$ cat src/rtl/matmul_pkg.sv
// ============================================================================
// matmul_pkg : shared widths and APB initiator types for the matmul block
// Rev 1.0
// ============================================================================
`default_nettype none

package matmul_pkg;

  // Bus widths shared by the matmul APB completer and its initiator.
  localparam int MM_ADDR_W = 16;
  localparam int MM_DATA_W = 32;
  localparam int MM_STRB_W = MM_DATA_W / 8;

  typedef enum logic [1:0] {
    APB_IDLE   = 2'd0,
    APB_SETUP  = 2'd1,
    APB_ACCESS = 2'd2,
    APB_RESP   = 2'd3
  } apb_mst_state_e;

  typedef struct packed {
    logic                 write;
    logic [MM_ADDR_W-1:0] addr;
    logic [MM_DATA_W-1:0] wdata;
    logic [MM_STRB_W-1:0] strb;
  } apb_cmd_t;

  typedef struct packed {
    logic [MM_DATA_W-1:0] rdata;
    logic                 err;
    logic                 timeout;
  } apb_rsp_t;

endpackage

`default_nettype wire

$ cat src/rtl/matmul_apb_master.sv
// ============================================================================
// matmul_apb_master : valid/ready command to APB4 initiator with timeout
// Rev 1.0
// ============================================================================
`default_nettype none

module matmul_apb_master
  import matmul_pkg::*;
#(
  parameter  int ADDR_W         = MM_ADDR_W,
  parameter  int DATA_W         = MM_DATA_W,
  parameter  int TIMEOUT_CYCLES = 255,
  localparam int STRB_W         = DATA_W / 8
) (
  input  logic              clk_i,
  input  logic              rst_ni,
  input  logic              cmd_valid_i,
  output logic              cmd_ready_o,
  input  logic              cmd_write_i,
  input  logic [ADDR_W-1:0] cmd_addr_i,
  input  logic [DATA_W-1:0] cmd_wdata_i,
  input  logic [STRB_W-1:0] cmd_strb_i,
  output logic              rsp_valid_o,
  input  logic              rsp_ready_i,
  output logic [DATA_W-1:0] rsp_rdata_o,
  output logic              rsp_err_o,
  output logic              rsp_timeout_o,
  output logic              psel_o,
  output logic              penable_o,
  output logic              pwrite_o,
  output logic [STRB_W-1:0] pstrb_o,
  output logic [DATA_W-1:0] pwdata_o,
  output logic [ADDR_W-1:0] paddr_o,
  input  logic              pready_i,
  input  logic              pslverr_i,
  input  logic [DATA_W-1:0] prdata_i
);

  localparam int CNT_W = (TIMEOUT_CYCLES > 0) ? $clog2(TIMEOUT_CYCLES + 1) : 1;
  // Abort fires on the ACCESS cycle whose increment would reach TIMEOUT_CYCLES.
  localparam logic [CNT_W-1:0] TMO_LAST =
    CNT_W'((TIMEOUT_CYCLES > 0) ? TIMEOUT_CYCLES - 1 : 0);

  apb_mst_state_e   state;
  apb_mst_state_e   state_nxt;
  logic [CNT_W-1:0] wait_cnt;
  logic             active;
  logic             accept;
  logic             tmo_hit;

  // Keeps cmd_ready_o low while reset is held, although state already reads IDLE.
  assign cmd_ready_o = active && (state == APB_IDLE);
  assign accept      = cmd_ready_o && cmd_valid_i;
  assign tmo_hit     = (TIMEOUT_CYCLES > 0) && !pready_i && (wait_cnt == TMO_LAST);

  assign psel_o      = (state == APB_SETUP) || (state == APB_ACCESS);
  assign penable_o   = (state == APB_ACCESS);
  assign rsp_valid_o = (state == APB_RESP);

  always_ff @(posedge clk_i or negedge rst_ni) begin
    if (!rst_ni) begin
      state  <= APB_IDLE;
      active <= 1'b0;
    end else begin
      state  <= state_nxt;
      active <= 1'b1;
    end
  end

  always_comb begin
    state_nxt = state;
    case (state)
      APB_IDLE:   if (accept) state_nxt = APB_SETUP;
      APB_SETUP:  state_nxt = APB_ACCESS;
      APB_ACCESS: if (pready_i || tmo_hit) state_nxt = APB_RESP;
      APB_RESP:   if (rsp_ready_i) state_nxt = APB_IDLE;
      default:    state_nxt = APB_IDLE;
    endcase
  end

  always_ff @(posedge clk_i or negedge rst_ni) begin
    if (!rst_ni) begin
      pwrite_o      <= 1'b0;
      paddr_o       <= '0;
      pwdata_o      <= '0;
      pstrb_o       <= '0;
      rsp_rdata_o   <= '0;
      rsp_err_o     <= 1'b0;
      rsp_timeout_o <= 1'b0;
      wait_cnt      <= '0;
    end else begin
      case (state)
        APB_IDLE: begin
          if (accept) begin
            pwrite_o <= cmd_write_i;
            paddr_o  <= cmd_addr_i;
            pwdata_o <= cmd_write_i ? cmd_wdata_i : '0;
            pstrb_o  <= cmd_write_i ? cmd_strb_i : '0;
          end
        end
        APB_SETUP: wait_cnt <= '0;
        APB_ACCESS: begin
          if (pready_i) begin
            rsp_rdata_o   <= pwrite_o ? '0 : prdata_i;
            rsp_err_o     <= pslverr_i;
            rsp_timeout_o <= 1'b0;
          end else if (tmo_hit) begin
            rsp_rdata_o   <= '0;
            rsp_err_o     <= 1'b1;
            rsp_timeout_o <= 1'b1;
          end else begin
            wait_cnt <= wait_cnt + 1'b1;
          end
        end
        default: ;
      endcase
    end
  end

endmodule

`default_nettype wire

$ cat config.mk
export PLATFORM = sky130hd
export DESIGN_NAME = matmul_apb_master
export DESIGN_NICKNAME = d
export VERILOG_FILES = /design/src/rtl/matmul_pkg.sv /design/src/rtl/matmul_apb_master.sv
export SDC_FILE = /design/constraint.sdc
export NUM_CORES = 1
export LEC_CHECK = 0
export CAP_MARGIN = 0
export CORE_MARGIN = 2
export CORE_UTILIZATION = 28
export DETAILED_ROUTE_END_ITERATION = 6
export GPL_TIMING_DRIVEN = 1
export MAX_ROUTING_LAYER = met4
export SYNTH_ARGS = -nofsm -noshare
export SYNTH_HDL_FRONTEND = slang
export SYNTH_SLANG_ARGS = --single-unit
$ cat constraint.sdc
create_clock -name clk_i -period 2.1 [get_ports clk_i]
set_input_delay 0.525 -clock clk_i [delete_from_list [all_inputs] [get_ports clk_i]]
set_output_delay 0.525 -clock clk_i [all_outputs]
set_load 0.01 [all_outputs]
==> key figures <==
Detailed routing
  – Routed Antenna Nets: 0
  – Detail-routed via count per cell: 4.689
  – Mean routed wirelength per cell: 14.69 um
  – Number of DRC violations after detailed routing: 0
  – Final WL: 11.49 mm
  – Detailed Route Iter0 Violations: 135
  – First-pass detailed-route iteration total: 4
  – Vias after detailed routing: 3667

GRT
  – Number of global-route vias before repair: 3890
  – Pin count of the biggest net entering global routing: 53
  – Global-route congestion overflow total: 0
  – Total global-route track usage: 14.74%
  – Wire length of the first global-routing pass: 18.90 mm
  – Antenna violations before repair: 0

Timing
  – Unrepaired setup endpoints after global routing: true
  – Final hold violations: 0
  – F_max: 502.1 MHz
  – Time the worst path needs with I/O delays and setup: 1.991 ns
  – Fin Setup TNS: 0 ns
  – Final setup violation count: 0
  – Worst setup skew after layout: 0.007954 ns
  – Period Utilization, post-route: 94.83%
  – Final Worst Setup Slack: 0.1085 ns
  – Number of max-slew violations in the final report: 0

Floorplan
  – Core area: 15200 um2
  – I/O pin cnt: 182
  – Chip Width: 128.7 um
  – Total die area: 16550 um2
  – Height of the die: 128.7 um
  – Effective utilization at floorplan: 28.62%
  – Total number of placement rows: 45

Place
  – Half-perimeter wire length of the detailed placement result: 8.270 mm
  – Dpl ws: 0.02663 ns
  – Post-placement cell count: 766
  – IO Port Bufs: 181
  – Final weighted congestion in routability-driven placement: 0.7886

Power
  – Worst ir drop on vdd: 0.0006169 V
  – Cell Pwr Density: 1292 nW/um2
  – Total net switching power: 2.825 mW
  – Fraction of power consumed by the clock network: 21.6%
  – Comb power frac: 43.5%
  – Share of total power in sequential cells: 34.9%
  – Switching Fraction: 32.43%
  – Int Pwr: 5.887 mW
  – Leakage power: 2.878 nW

Clock network
  – Count of H-tree levels built during CTS: 3
  – TritonCTS clock tree: yes
  – Source-to-sink clock delay at the later pin of the worst-skew pair: 0.34 ns
  – CTS root buffer: sky130_fd_sc_hd__clkbuf_16
  – Maximum buffer depth of the clock tree: 2
  – Number of clock sinks: 98
  – Clock slew seen by the registers of the worst setup and hold paths: 0.06 ns
  – Number of buffers created by CTS: 9
  – Setup bufs post-CTS: 0

Finish
  – Post-layout nets: 687
  – Fillcell total: 1415
  – Number of antenna repair diodes: 0
  – Commonest cells after routing, fill and taps aside: 177 x sky130_fd_sc_hd__clkdlybuf4s50_1, 98 x sky130_fd_sc_hd__dfrtp_1, 81 x sky130_fd_sc_hd__nand2_1, 40 x sky130_fd_sc_hd__o21ai_0, 38 x sky130_fd_sc_hd__inv_1
  – Share of layout cells above drive strength 1: 13.80%
  – Post-layout instance count excluding filler cells: 782
  – Area growth syn-to-layout: 54.96%
  – Most common library cell in the layout ignoring fill and taps: sky130_fd_sc_hd__clkdlybuf4s50_1

Worst setup path
  – Required @ worst endpoint: 1.57 ns
  – Arrival @ worst endpoint: 1.47 ns
  – Crit end category: output port
  – Biggest fanout along the worst timing path: 3
  – Crit start category: register
  – CP Class: reg -> out

Synth
  – Synth Area per Inst: 10.48 um2
  – Number of instances in the synthesized netlist: 415
  – Most frequently used flop master after synthesis: sky130_fd_sc_hd__dfrtp_1
  – Synthesized-area fraction occupied by and/or/nand/nor cells: 15.19%
  – Dominant combinational cell family by area after synthesis: simple AND/OR/NAND/NOR gates
  – Number of unique standard cell types used by synthesis: 42
  – Netlist Area Pre-Place: 4350 um2
  – Async set or reset register ratio after synthesis: 100.0%
  – Fraction of the mapped netlist area in compound gates: 14.12%
  – Fraction of synthesized cell area in xor and xnor cells: 0%
  – Post-synthesis net count: 512
  – Yosys Warn Count: 0
  – Post-synthesis sequential element count: 98
  – Mux contribution to synthesized area: 4.630%
  – Register area share after synthesis: 56.37%
  – Number of enable flip-flop cells after synthesis: 0
  – Post-synthesis adder-cell area fraction: 1.726%

Min path
  – Class of the tightest hold or removal check: reg -> reg

Run
  – Maxcap violations: 0

Status
  – Run status: completed
power by group through the flow:
stage | Combinational (mW) | Clock, mW | Sequential, mW
final | 3.79 | 1.88 | 3.04
after detailed placement | 3.83 | 0 | 3.07
after floorplan | 1.43 | 0 | 3.35
after global placement | 3.78 | 0 | 3.04
after CTS | 3.83 | 1.96 | 3.05
after global routing | 4.14 | 2.03 | 3.14
synthesized netlist by cell type (3+ instances only):
library cell,number,share of area (%)
sky130_fd_sc_hd__dfrtp_1,98,56
sky130_fd_sc_hd__nand2_1,81,7.0
sky130_fd_sc_hd__o21ai_0,40,4.6
sky130_fd_sc_hd__inv_1,38,3.3
sky130_fd_sc_hd__nand4_1,33,4.7
sky130_fd_sc_hd__o21ai_2,30,6.0
sky130_fd_sc_hd__clkbuf_1,18,1.6
sky130_fd_sc_hd__mux2_2,17,4.4
sky130_fd_sc_hd__nand3_1,8,0.92
sky130_fd_sc_hd__ha_1,6,1.7
sky130_fd_sc_hd__buf_2,4,0.46
sky130_fd_sc_hd__buf_12,3,1.4
sky130_fd_sc_hd__buf_6,3,0.78
state kept, by name (all words and copies together) (netlist names):
register       cells
paddr_o           16
pwdata_o          32
rsp_rdata_o       32
rsp_timeout_o      1
active             1
wait_cnt           8
rsp_err_o          1
pwrite_o           1
state              2
pstrb_o            4
final timing paths:
| check | startpoint | end | slack [ns] | cells after the start |
|---|---|---|---|---|
| max in group asynchronous | rst_ni | pwdata_o[3] | 1.02 | 3 |
| worst min-delay path | pwdata_o[10] | pwdata_o[10] | 0.48 | 2 |
| worst max-delay path | state[0] | cmd_ready_o | 0.11 | 4 |
| min in group asynchronous | rst_ni | rsp_rdata_o[5] | 0.56 | 2 |
| worst max register to register | state[0] | wait_cnt[3] | 0.18 | 6 |
| worst min register to register | pwdata_o[10] | pwdata_o[10] | 0.48 | 2 |
layout make-up:
type	instances	area, um2	area share [%]
clock buffer	10	239.0	3.545
clock inverter	5	102.6	1.522
inverter	38	142.6	2.116
multi-input combinational	249	1573	23.33
sequential	98	2452	36.38
tap	188	235.2	3.489
timing repair buffer	194	1997	29.62
routing by layer:
layer	GRT usage (%)	part of all wire, %	up-vias
li1	-	-	1761
met1	18.98	46	1730
met2	21.41	43	164
met3	4.990	9.5	12
met4	5.754	1.6	0
met5	-	0	-
through the flow:
| stage | instance area [um2] | total power, mW | util, % | hold slack (ns) |
|---|---|---|---|---|
| after detailed placement | 6387 | 6.902 | 42.02 | 0.3744 |
| after floorplan | 4350 | 4.788 | - | 0.2294 |
| final | 6741 | 8.712 | 44.35 | 0.4818 |
| after global routing | 6741 | 9.312 | 44.35 | 0.5130 |
| after global placement | 6387 | 6.819 | 42.02 | 0.3723 |
| after CTS | 6738 | 8.840 | 44.32 | 0.4888 |
what timing repair did:
| action | CTS | global route |
|---|---|---|
| hold endpoints to repair | 4 | 0 |
| hold buffers | 1 | 0 |
| resized for setup | 4 | 1 |
| endpoints found under the setup margin | 3 | 5 |
| pin swaps | 0 | 0 |
cells by family after synthesis:
family	after synthesis
buffers and inverters	68
other	1
DFF	98
AOI/OAI and AO/OA	87
muxes	18
adders and majority gates	6
and+or+nand+nor	137
critical path: stages, from the launching register on:
cell and delay, ns:
sky130_fd_sc_hd__dfrtp_1 0.40, sky130_fd_sc_hd__inv_1 0.11, sky130_fd_sc_hd__ha_2 0.22, sky130_fd_sc_hd__and2_1 0.13, sky130_fd_sc_hd__dlygate4sd2_1 0.27
No activity file was read; power rests on OpenSTA's default activity.
